### config.mk
export PLATFORM = sky130hd
export DESIGN_NAME = if_fetch_stage
export DESIGN_NICKNAME = d
export VERILOG_FILES = /design/src/rtl/cpu_pkg.sv /design/src/rtl/if_fetch_stage.sv
export SDC_FILE = /design/constraint.sdc
export NUM_CORES = 1
export LEC_CHECK = 0
export ABC_AREA = 1
export CAP_MARGIN = 20
export CORE_UTILIZATION = 52
export DETAILED_ROUTE_END_ITERATION = 6
export GPL_TIMING_DRIVEN = 0
export HOLD_SLACK_MARGIN = 0.02
export PLACE_DENSITY = 0.87
export SETUP_SLACK_MARGIN = 0.3
export SYNTH_ARGS = -nofsm -noshare
export SYNTH_HDL_FRONTEND = slang
export SYNTH_SLANG_ARGS = --single-unit
### constraint.sdc
create_clock -name clk -period 2.9 [get_ports clk]
set_input_delay 0.58 -clock clk [delete_from_list [all_inputs] [get_ports clk]]
set_output_delay 0.58 -clock clk [all_outputs]
set_load 0.01 [all_outputs]
### src/rtl/cpu_pkg.sv
// Shared definitions for the 5-stage CPU: datapath widths, reset defaults
// and the instruction-fetch state encoding.
package cpu_pkg;

  localparam int XLEN = 32;
  localparam int ILEN = 32;

  localparam logic [XLEN-1:0] RESET_PC_DEF  = 32'h0040_0000;
  localparam logic [ILEN-1:0] NOP_INSTR_DEF = 32'h0000_0000;
  localparam logic [XLEN-1:0] PC_STEP       = 32'd4;

  typedef enum logic [1:0] {
    FETCH_REQ  = 2'b00,
    FETCH_HOLD = 2'b01,
    FETCH_DROP = 2'b10
  } fetch_state_e;

  function automatic logic [XLEN-1:0] align_word(input logic [XLEN-1:0] addr);
    return {addr[XLEN-1:2], 2'b00};
  endfunction

endpackage

### src/rtl/if_fetch_stage.sv
// Instruction-fetch stage: owns the PC, runs a single-outstanding req/ack
// instruction-memory port and feeds the IF/ID register.
module if_fetch_stage
  import cpu_pkg::*;
#(
  parameter logic [XLEN-1:0] RESET_PC  = RESET_PC_DEF,
  parameter logic [ILEN-1:0] NOP_INSTR = NOP_INSTR_DEF
) (
  input  logic            clk,
  input  logic            rst,
  input  logic            stall,
  input  logic            redirect,
  input  logic [XLEN-1:0] redirect_pc,
  output logic            imem_req,
  output logic [XLEN-1:0] imem_addr,
  input  logic            imem_ack,
  input  logic [ILEN-1:0] imem_rdata,
  output logic            valid_if,
  output logic [XLEN-1:0] npc_if,
  output logic [ILEN-1:0] instr_if
);

  fetch_state_e    state_q, state_d;
  logic [XLEN-1:0] pc_q, pc_d;
  logic [XLEN-1:0] pend_pc_q, pend_pc_d;
  logic [ILEN-1:0] hold_instr_q, hold_instr_d;
  logic [XLEN-1:0] target_pc;
  logic [XLEN-1:0] pc_plus4;

  assign target_pc = align_word(redirect_pc);
  assign pc_plus4  = pc_q + PC_STEP;

  // NOTE: every variable gets a default before the case so no path leaves it
  // unassigned; otherwise synthesis infers a latch.
  always_comb begin
    state_d      = state_q;
    pc_d         = pc_q;
    pend_pc_d    = pend_pc_q;
    hold_instr_d = hold_instr_q;
    unique case (state_q)
      FETCH_REQ: begin
        if (imem_ack) begin
          if (redirect) begin
            pc_d = target_pc;
          end else if (stall) begin
            hold_instr_d = imem_rdata;
            state_d      = FETCH_HOLD;
          end else begin
            pc_d = pc_plus4;
          end
        end else if (redirect) begin
          pend_pc_d = target_pc;
          state_d   = FETCH_DROP;
        end
      end
      FETCH_HOLD: begin
        if (redirect) begin
          pc_d    = target_pc;
          state_d = FETCH_REQ;
        end else if (!stall) begin
          pc_d    = pc_plus4;
          state_d = FETCH_REQ;
        end
      end
      FETCH_DROP: begin
        // The in-flight fetch is wrong-path; wait out its ack, then jump.
        if (redirect) pend_pc_d = target_pc;
        if (imem_ack) begin
          pc_d    = redirect ? target_pc : pend_pc_q;
          state_d = FETCH_REQ;
        end
      end
      default: state_d = FETCH_REQ;
    endcase
  end

  // NOTE: state registers use non-blocking assignments so every flop samples
  // the pre-edge values regardless of statement order.
  always_ff @(posedge clk or negedge rst) begin
    if (!rst) begin
      state_q      <= FETCH_REQ;
      pc_q         <= RESET_PC;
      pend_pc_q    <= '0;
      hold_instr_q <= NOP_INSTR;
    end else begin
      state_q      <= state_d;
      pc_q         <= pc_d;
      pend_pc_q    <= pend_pc_d;
      hold_instr_q <= hold_instr_d;
    end
  end

  // Reset gates the request combinationally so an in-flight fetch is
  // abandoned immediately, not at the next edge.
  always_comb begin
    imem_req  = 1'b0;
    imem_addr = pc_q;
    valid_if  = 1'b0;
    npc_if    = pc_plus4;
    instr_if  = NOP_INSTR;
    if (rst) begin
      unique case (state_q)
        FETCH_REQ: begin
          imem_req = 1'b1;
          if (imem_ack && !redirect) begin
            valid_if = 1'b1;
            instr_if = imem_rdata;
          end
        end
        FETCH_HOLD: begin
          valid_if = 1'b1;
          instr_if = hold_instr_q;
        end
        FETCH_DROP: imem_req = 1'b1;
        default: ;
      endcase
    end
  end

endmodule

==> results of run 1 <==
==> sequential cells by signal, summed over array words and instances, names as in the netlist <==
register / count
hold_instr_q: 32
imem_addr: 32
pend_pc_q: 32
state_q: 2
==> Yosys cell counts <==
cell / n
nand2_1: 145
nand2_8: 1
nand3_1: 7
o31ai_1: 2
dfrtp_1: 97
mux2_2: 39
nor2_2: 4
nor2_1: 114
o21ai_0: 31
and2_1: 2
a21oi_1: 22
xor2_1: 8
buf_6: 1
clkbuf_1: 10
a31oi_1: 8
nand3b_1: 8
inv_2: 1
ha_1: 1
xor2_2: 6
dfstp_2: 1
inv_1: 52
buf_4: 6
nor2_4: 5
a211oi_1: 13
buf_2: 14
nand2_4: 1
clkinv_1: 2
nor2_8: 5
nand2_2: 8
a22oi_1: 39
xnor2_1: 1
o22ai_1: 8
==> how the worst max path moves through the flow <==
stage	startpoint	to	depth (start not counted)	slack (ns)
floorplan	redirect	instr_if[22]	5	0.88
global placement	rst	instr_if[15]	5	-4.31
detailed placement	rst	instr_if[15]	6	-0.46
CTS	imem_addr[3]	npc_if[12]	6	0.11
global route	imem_addr[2]	npc_if[22]	10	0.15
finish	imem_addr[2]	npc_if[22]	10	0.26
==> stage by stage <==
stage               power [W]  setup slack [ns]  instance area [sq um]  hold slack [ns]  util [%]
finish                0.00457             0.258                   7860           0.0288      75.7
global route          0.00479             0.152                   7860           0.0248      75.7
CTS                   0.00450             0.111                   7800           0.0521      75.2
detailed placement    0.00353            -0.464                   7390            0.490      71.3
global placement      0.00346             -4.31                   7370            0.474      71.0
floorplan             0.00270             0.879                   5570            0.284         -
==> report_power, final <==
group | switching [W] | internal (W)
registers | 0.000259 | 0.00166
clock network | 0.000494 | 0.000494
logic | 0.000862 | 0.000802
total | 0.00161 | 0.00295
==> routing by layer <==
metal	track usage, %	vias up
met5	0	-
met1	37.3	2706
li1	-	2575
met3	6.18	43
met2	56.5	303
met4	13.7	0
==> area by class of cell <==
cell class | instances | area (sq um)
flip-flops and latches | 98 | 2470
clock buffers | 13 | 179
well taps | 136 | 170
fillers | 757 | 2510
plain buffers | 31 | 191
inverters | 55 | 211
multi-input cells | 478 | 2830
repair buffers | 188 | 1760
clock inverters | 3 | 45.0
==> what timing repair did <==
action                                 CTS  global route
pin swaps                                8            10
cloned                                   2             1
setup buffers                           14             5
endpoints found under the hold margin    0            10
gates resized for setup                 94            85
hold buffers                             0             2
setup endpoints to repair               61            50
==> worst reg2reg max path, cell delays in order, from the launching register on <==
cell and delay [ns]:
dfrtp_1 0.43, buf_4 0.16, inv_1 0.08, nand2_1 0.05, nand2_1 0.10, nand2_2 0.18
buf_2 0.27, a211oi_1 0.38, a21oi_1 0.12
==> logic make-up (layout without fill, tap and decap cells) <==
group | count (synthesis) | in the layout | synth area share [%]
and+or+nand+nor | 300 | 300 | 24.1
AOI/OAI and AO/OA | 123 | 123 | 13.8
DFF | 98 | 98 | 44.1
buffers and inverters | 86 | 290 | 6.65
muxes | 39 | 39 | 7.89
xor gates and xnor gates | 15 | 15 | 3.17
adders and majority gates | 1 | 1 | 0.225
==> metrics.md, run 1 <==
| Metric | Value |
|---|---|
| Number of distinct library cells after synthesis | `32` |
| Leakage Power | `3.68 nW` |
| Final std cells w/o fill | `1002` |
| R2R depth | `8` |
| Setup violators final | `0` |
| Max-cap violations | `0` |
| Power per Cell Area | `581 mW/mm^2` |
| Metal-1 WL | `~6700 um` |
| Post-synth top area share | `around 44%` |
| Die H | `around 110 um` |
| Rel. slew slack | `between 60 and 70%` |
| DR top layer | `met4` |
| Vias | `about 5600` |
| Tot GR Track Use | `roughly a third` |
| Most frequent cells in the layout | `nand2_1 (143), nor2_1 (106), clkdlybuf4s50_1 (101), dfrtp_1 (86), inv_1 (51)` |
| WL met3 | `around 1500 um` |
| DRC errors left | `0` |
| Core Area | `between 0.01 and 0.015 sq mm` |
| ANT cells | `0` |
| Initial DRC Count | `about 350` |
| Yosys top cell by area | `dfrtp_1` |
| Area grow syn2layout | `41.1%` |
| Register area share after synthesis | `44.1%` |
| Starting Density | `between 50 and 60%` |
| Yosys warnings | `0` |
| Reg2reg start | `state_q[0]` |
| Antenna Violating Nets Remaining | `0` |
| Post-DP HPWL | `12500 um` |
| Largest net degree at the start of global routing | `between 40 and 50` |
| Crit path max-delay cell type | `dfrtp_1` |
| Gp weighted congestion | `roughly 0.91` |
| Crit path cell chain | `ha_4 -> nand2_1 -> nor2_4 -> nand2_4 -> nor2_4 -> buf_4 -> nand2_1 -> nand2_1 -> nand2_1 -> dlygate4sd2_1` |
| CTS tree | `built` |
| Routed length per instance | `between 15 and 20 um` |
| Row cnt | `37` |
| Commonest non-fill, non-tap cell in the layout | `nand2_1` |
| Critical Path Most Common Cell | `nand2_1` |
| Max-slew violation count | `0` |
| Unrepaired setup endpoints after global routing | `yes` |
| Inserted Clock Buffers | `9` |
| Initial antenna violation count | `0` |
| Via density | `5.62` |
| Max Fclk | `0.378 GHz` |
| Arrival @ worst endpoint | `between 2 and 2.5 ns` |
| Final count of hold timing violations | `0` |
| Setup TNS | `0 ns` |
| I/O pin cnt | `between 150 and 200` |
| Clock Tree Buf Depth | `2` |
| Sinks on Clock Net | `between 90 and 100` |
| Syn Std Cell Area | `roughly 0.0056 sq mm` |
| Placed Instances | `962` |
| VDD IR max | `roughly 0.34 mV` |
| Worst setup SP type | `register` |
| Status | `finished, final reports clean` |
| Clk slew on worst S/H paths | `approximately 0.10 ns` |
| Kind of critical path | `register to output port` |
| Hold Path Class | `input port to async pin` |
| Grt ovf | `0` |
| Drt pass-1 iters | `5` |
| Layout cells sized above 1 | `22.5%` |
| CP Data Required Time | `between 2 and 2.5 ns` |
| Buf+Inv Stages, Crit Path | `2` |
| Crit end category | `output port` |
| Synthesized area per cell | `between 8 and 9 sq um` |
| Crit-path max cell delay | `approximately 0.43 ns` |
| Crit Path Max Fanout | `3` |
| Period utilisation layout | `around nine tenths` |
| Clock skew | `approximately 0.0074 ns` |
| Top cells by area, synth | `dfrtp_1 (44%), nand2_1 (9.8%), mux2_2 (7.9%)` |
| CP delay by family, top | `simple AND/OR/NAND/NOR gates` |
| Syn_nets | `around 730` |
| Number of global-route vias before repair | `5720` |
| Overall die width | `105 um` |
| Routed WL | `roughly 18000 um` |
| CTS H-tree lvls | `3` |
| Reg2reg setup slack | `just over 1 ns` |
| Die footprint | `~0.011 sq mm` |
| FF-to-FF End | `imem_addr[18]` |
| Final net count | `about 930` |
| Root Driver | `clkbuf_8` |
| Skew-Pair Late Insertion Delay | `about 0.37 ns` |
| Min Tclk post-route | `between 2 and 3 ns` |
| Worst-Margin Slew | `0.587 ns` |
| Gate Count Post-Synth | `between 600 and 700` |
| Buffers on Ports | `between 150 and 200` |
| Met2 routed WL | `8820 um` |
| #FFs+latches synth | `98` |
| Global-route wire length before repair | `27600 um` |
Power figures use the tool's default switching activity.
==> run 2, diff against run 1 <==
--- a/config.mk
+++ b/config.mk
@@ -12,7 +12,9 @@
 export GPL_TIMING_DRIVEN = 0
 export HOLD_SLACK_MARGIN = 0.02
 export PLACE_DENSITY = 0.87
+export REMOVE_ABC_BUFFERS = 1
 export SETUP_SLACK_MARGIN = 0.3
 export SYNTH_ARGS = -nofsm -noshare
 export SYNTH_HDL_FRONTEND = slang
 export SYNTH_SLANG_ARGS = --single-unit
+export TNS_END_PERCENT = 1
==> run 2 against run 1 <==
Count of clock-buffer cells in the layout decreased by 2; worst hold slack improved by 0.017 ns; cell area decreased by 1.7%; sequential power about the same; total power is 2.7% lower; flip-flop and latch count is the same; fmax shrank 7.0%; routed wire length is 10% lower; global-route usage is 2.8 points lower; combinational power is 4% lower; clock skew is 0.0029 ns higher; non-clock buffer count fell by 44.
==> metrics.md, run 2 (same netlist as run 1, synthesis figures left out) <==
| Metric | Value |
|---|---|
| Status | `finished, final reports clean` |
| Crit Path Max Fanout | `24 (+21)` |
| Buf+Inv Stages, Crit Path | `4 (+2)` |
| Final net count | `887 (-4.7%)` |
| Grt ovf | `0 (unchanged)` |
| Skew-Pair Late Insertion Delay | `0.37 ns (about the same)` |
| WHS | `0.0462 ns (+0.0174 ns)` |
| Period utilisation layout | `98.0% (+6.9 points)` |
| Crit end category | `output port` |
| Crit path max-delay cell type | `clkdlybuf4s50_1` |
| VDD IR max | `0.370 mV (+9.2%)` |
| Pre-CTS WS | `-1.03 ns (-0.565 ns)` |
| Max Fclk | `0.352 GHz (-7.0%)` |
| Max-cap violations | `0 (unchanged)` |
| Via density | `5.54 (-1.3%)` |
| Final count of hold timing violations | `0 (unchanged)` |
| Clock Tree Buf Depth | `2 (unchanged)` |
| Die H | `105 um (unchanged)` |
| Final WS setup | `0.0582 ns (-0.200 ns)` |
| Finished Cell Area | `0.00772 sq mm (-1.7%)` |
| I/O pin cnt | `167 (unchanged)` |
| Max-slew violation count | `0 (unchanged)` |
| Unrepaired setup endpoints after global routing | `yes` |
| Sinks on Clock Net | `98 (unchanged)` |
| Clock skew | `0.0103 ns (+0.00287 ns)` |
| Initial DRC Count | `292 (-17%)` |
| Layout cells sized above 1 | `15.1% (-7.4 points)` |
| Min Tclk post-route | `2.84 ns (+0.200 ns)` |
| CTS H-tree lvls | `3 (unchanged)` |
| Die footprint | `0.0111 sq mm (unchanged)` |
| CTS hold repair buffers | `0 (unchanged)` |
| Final core utilization | `74.5% (-1.3 points)` |
| Global-route wire length before repair | `25400 um (-7.7%)` |
| Row cnt | `37 (unchanged)` |
| Setup violators final | `0 (unchanged)` |
| Crit-path max cell delay | `0.53 ns (+0.10 ns)` |
| Leakage Power | `3.72 nW (+1.1%)` |
| Initial antenna violation count | `0 (unchanged)` |
| Core Area | `0.0104 sq mm (unchanged)` |
| Post-Place Cell Area | `0.00733 sq mm (-0.90%)` |
| CTS tree | `built` |
| Buffers on Ports | `164 (+0.61%)` |
| Worst setup SP type | `input port` |
| Power per Cell Area | `575 mW/mm^2 (-1.0%)` |
| Worst-Margin Slew | `1.03 ns (+0.439 ns)` |
| Antenna Violating Nets Remaining | `0 (unchanged)` |
| Most frequent cells in the layout | `nand2_1 (142), clkdlybuf4s50_1 (116), nor2_1 (110), dfrtp_1 (86), inv_1 (52)` |
| ANT cells | `0 (unchanged)` |
| Largest net degree at the start of global routing | `44 (+2.3%)` |
| Drt pass-1 iters | `5 (unchanged)` |
| Rel. slew slack | `31.5% (-29 points)` |
| Root Driver | `clkbuf_8` |
| Gp weighted congestion | `0.913 (about the same)` |
| CP Data Required Time | `2.32 ns (about the same)` |
| Starting Density | `53.7% (unchanged)` |
| Post-DP HPWL | `11300 um (-9.5%)` |
| CP delay by family, top | `buffers and inverters` |
| Kind of critical path | `input port to output port` |
| Vias | `5311 (-5.6%)` |
| DRC errors left | `0 (unchanged)` |
| Hold Path Class | `input port to async pin` |
| Number of global-route vias before repair | `5312 (-7.1%)` |
| Overall die width | `105 um (unchanged)` |
| Arrival @ worst endpoint | `2.26 ns (+0.20 ns)` |
| Tot GR Track Use | `29.0% (-2.8 points)` |
| Routed WL | `15700 um (-10%)` |
| Area grow syn2layout | `38.7%` |
| Commonest non-fill, non-tap cell in the layout | `nand2_1` |
| Clk slew on worst S/H paths | `0.10 ns (about the same)` |
| Crit path cell chain | `clkdlybuf4s15_2 -> buf_16 -> nor2_4 -> buf_8 -> a22oi_1 -> nor2_1 -> clkdlybuf4s50_1` |
| Routed length per instance | `16.4 um (-6.3%)` |
| Inserted Clock Buffers | `9 (unchanged)` |
==> run 2: changes by cell type in the layout (fill, tap and decap cells not counted), moves of 4 or more <==
cell | previous run | this run
clkdlybuf4s50_1 | 101 | 116
clkdlybuf4s15_1 | 7 | 0
buf_4 | 25 | 4
dlymetal6s2s_1 | 3 | 23
clkbuf_1 | 5 | 0
clkbuf_2 | 30 | 0
buf_6 | 4 | 0
nor2_1 | 106 | 110
buf_2 | 14 | 0
==> run 2: cell type report <==
type	count	area [sq um]
clock buffer	11	151
tap	136	170
timing repair buffer	175	1870
inverter	55	219
sequential	98	2470
clock inverter	5	52.6
fill	758	2650
multi-input combinational	478	2790
==> run 2: worst paths after layout <==
| kind | start | slack, ns | to | cells past startpoint |
|---|---|---|---|---|
| worst max register to register | state_q[0] | 0.69 | pend_pc_q[4] | 5 |
| worst min-delay path | rst | 0.05 | pend_pc_q[8] | 1 |
| max in group asynchronous | rst | 2.21 | imem_addr[7] | 2 |
| worst min register to register | pend_pc_q[1] | 0.51 | pend_pc_q[1] | 2 |
| worst max-delay path | redirect | 0.06 | instr_if[2] | 7 |
| min in group clk | imem_ack | 0.46 | state_q[1] | 2 |
==> run 2: per-stage QoR <==
stage | power (W) | std cells | TNS [ns]
final | 0.00444 | 958 | 0
after global placement | 0.00342 | 931 | -481.11
after global routing | 0.00468 | 958 | -0.226
after CTS | 0.00445 | 958 | 0
after detailed placement | 0.00351 | 936 | -46.72
after floorplan | 0.00268 | 631 | 0
==> run 2: power breakdown <==
| part | internal, W | switching (W) |
|---|---|---|
| sequential | 0.00166 | 0.000260 |
| combinational | 0.000805 | 0.000798 |
| clock | 0.000442 | 0.000481 |
| total | 0.00290 | 0.00154 |
==> run 2: per-layer routing <==
layer / part of all wire, % / GRT usage (%) / up-vias
met3: 7.6 / 5.88 / 33
met5: 0 / 0 / -
met1: 40 / 35.4 / 2559
met4: 2.8 / 14.2 / 0
met2: 50 / 49.0 / 246
li1: - / - / 2473
==> run 2: timing repair <==
item,4_1_cts,5_1_grt
gates cloned,1,0
resized for setup,33,47
endpoints found under the setup margin,133,66
hold endpoints to repair,0,0
pin swaps,1,4
buffers inserted,5,0
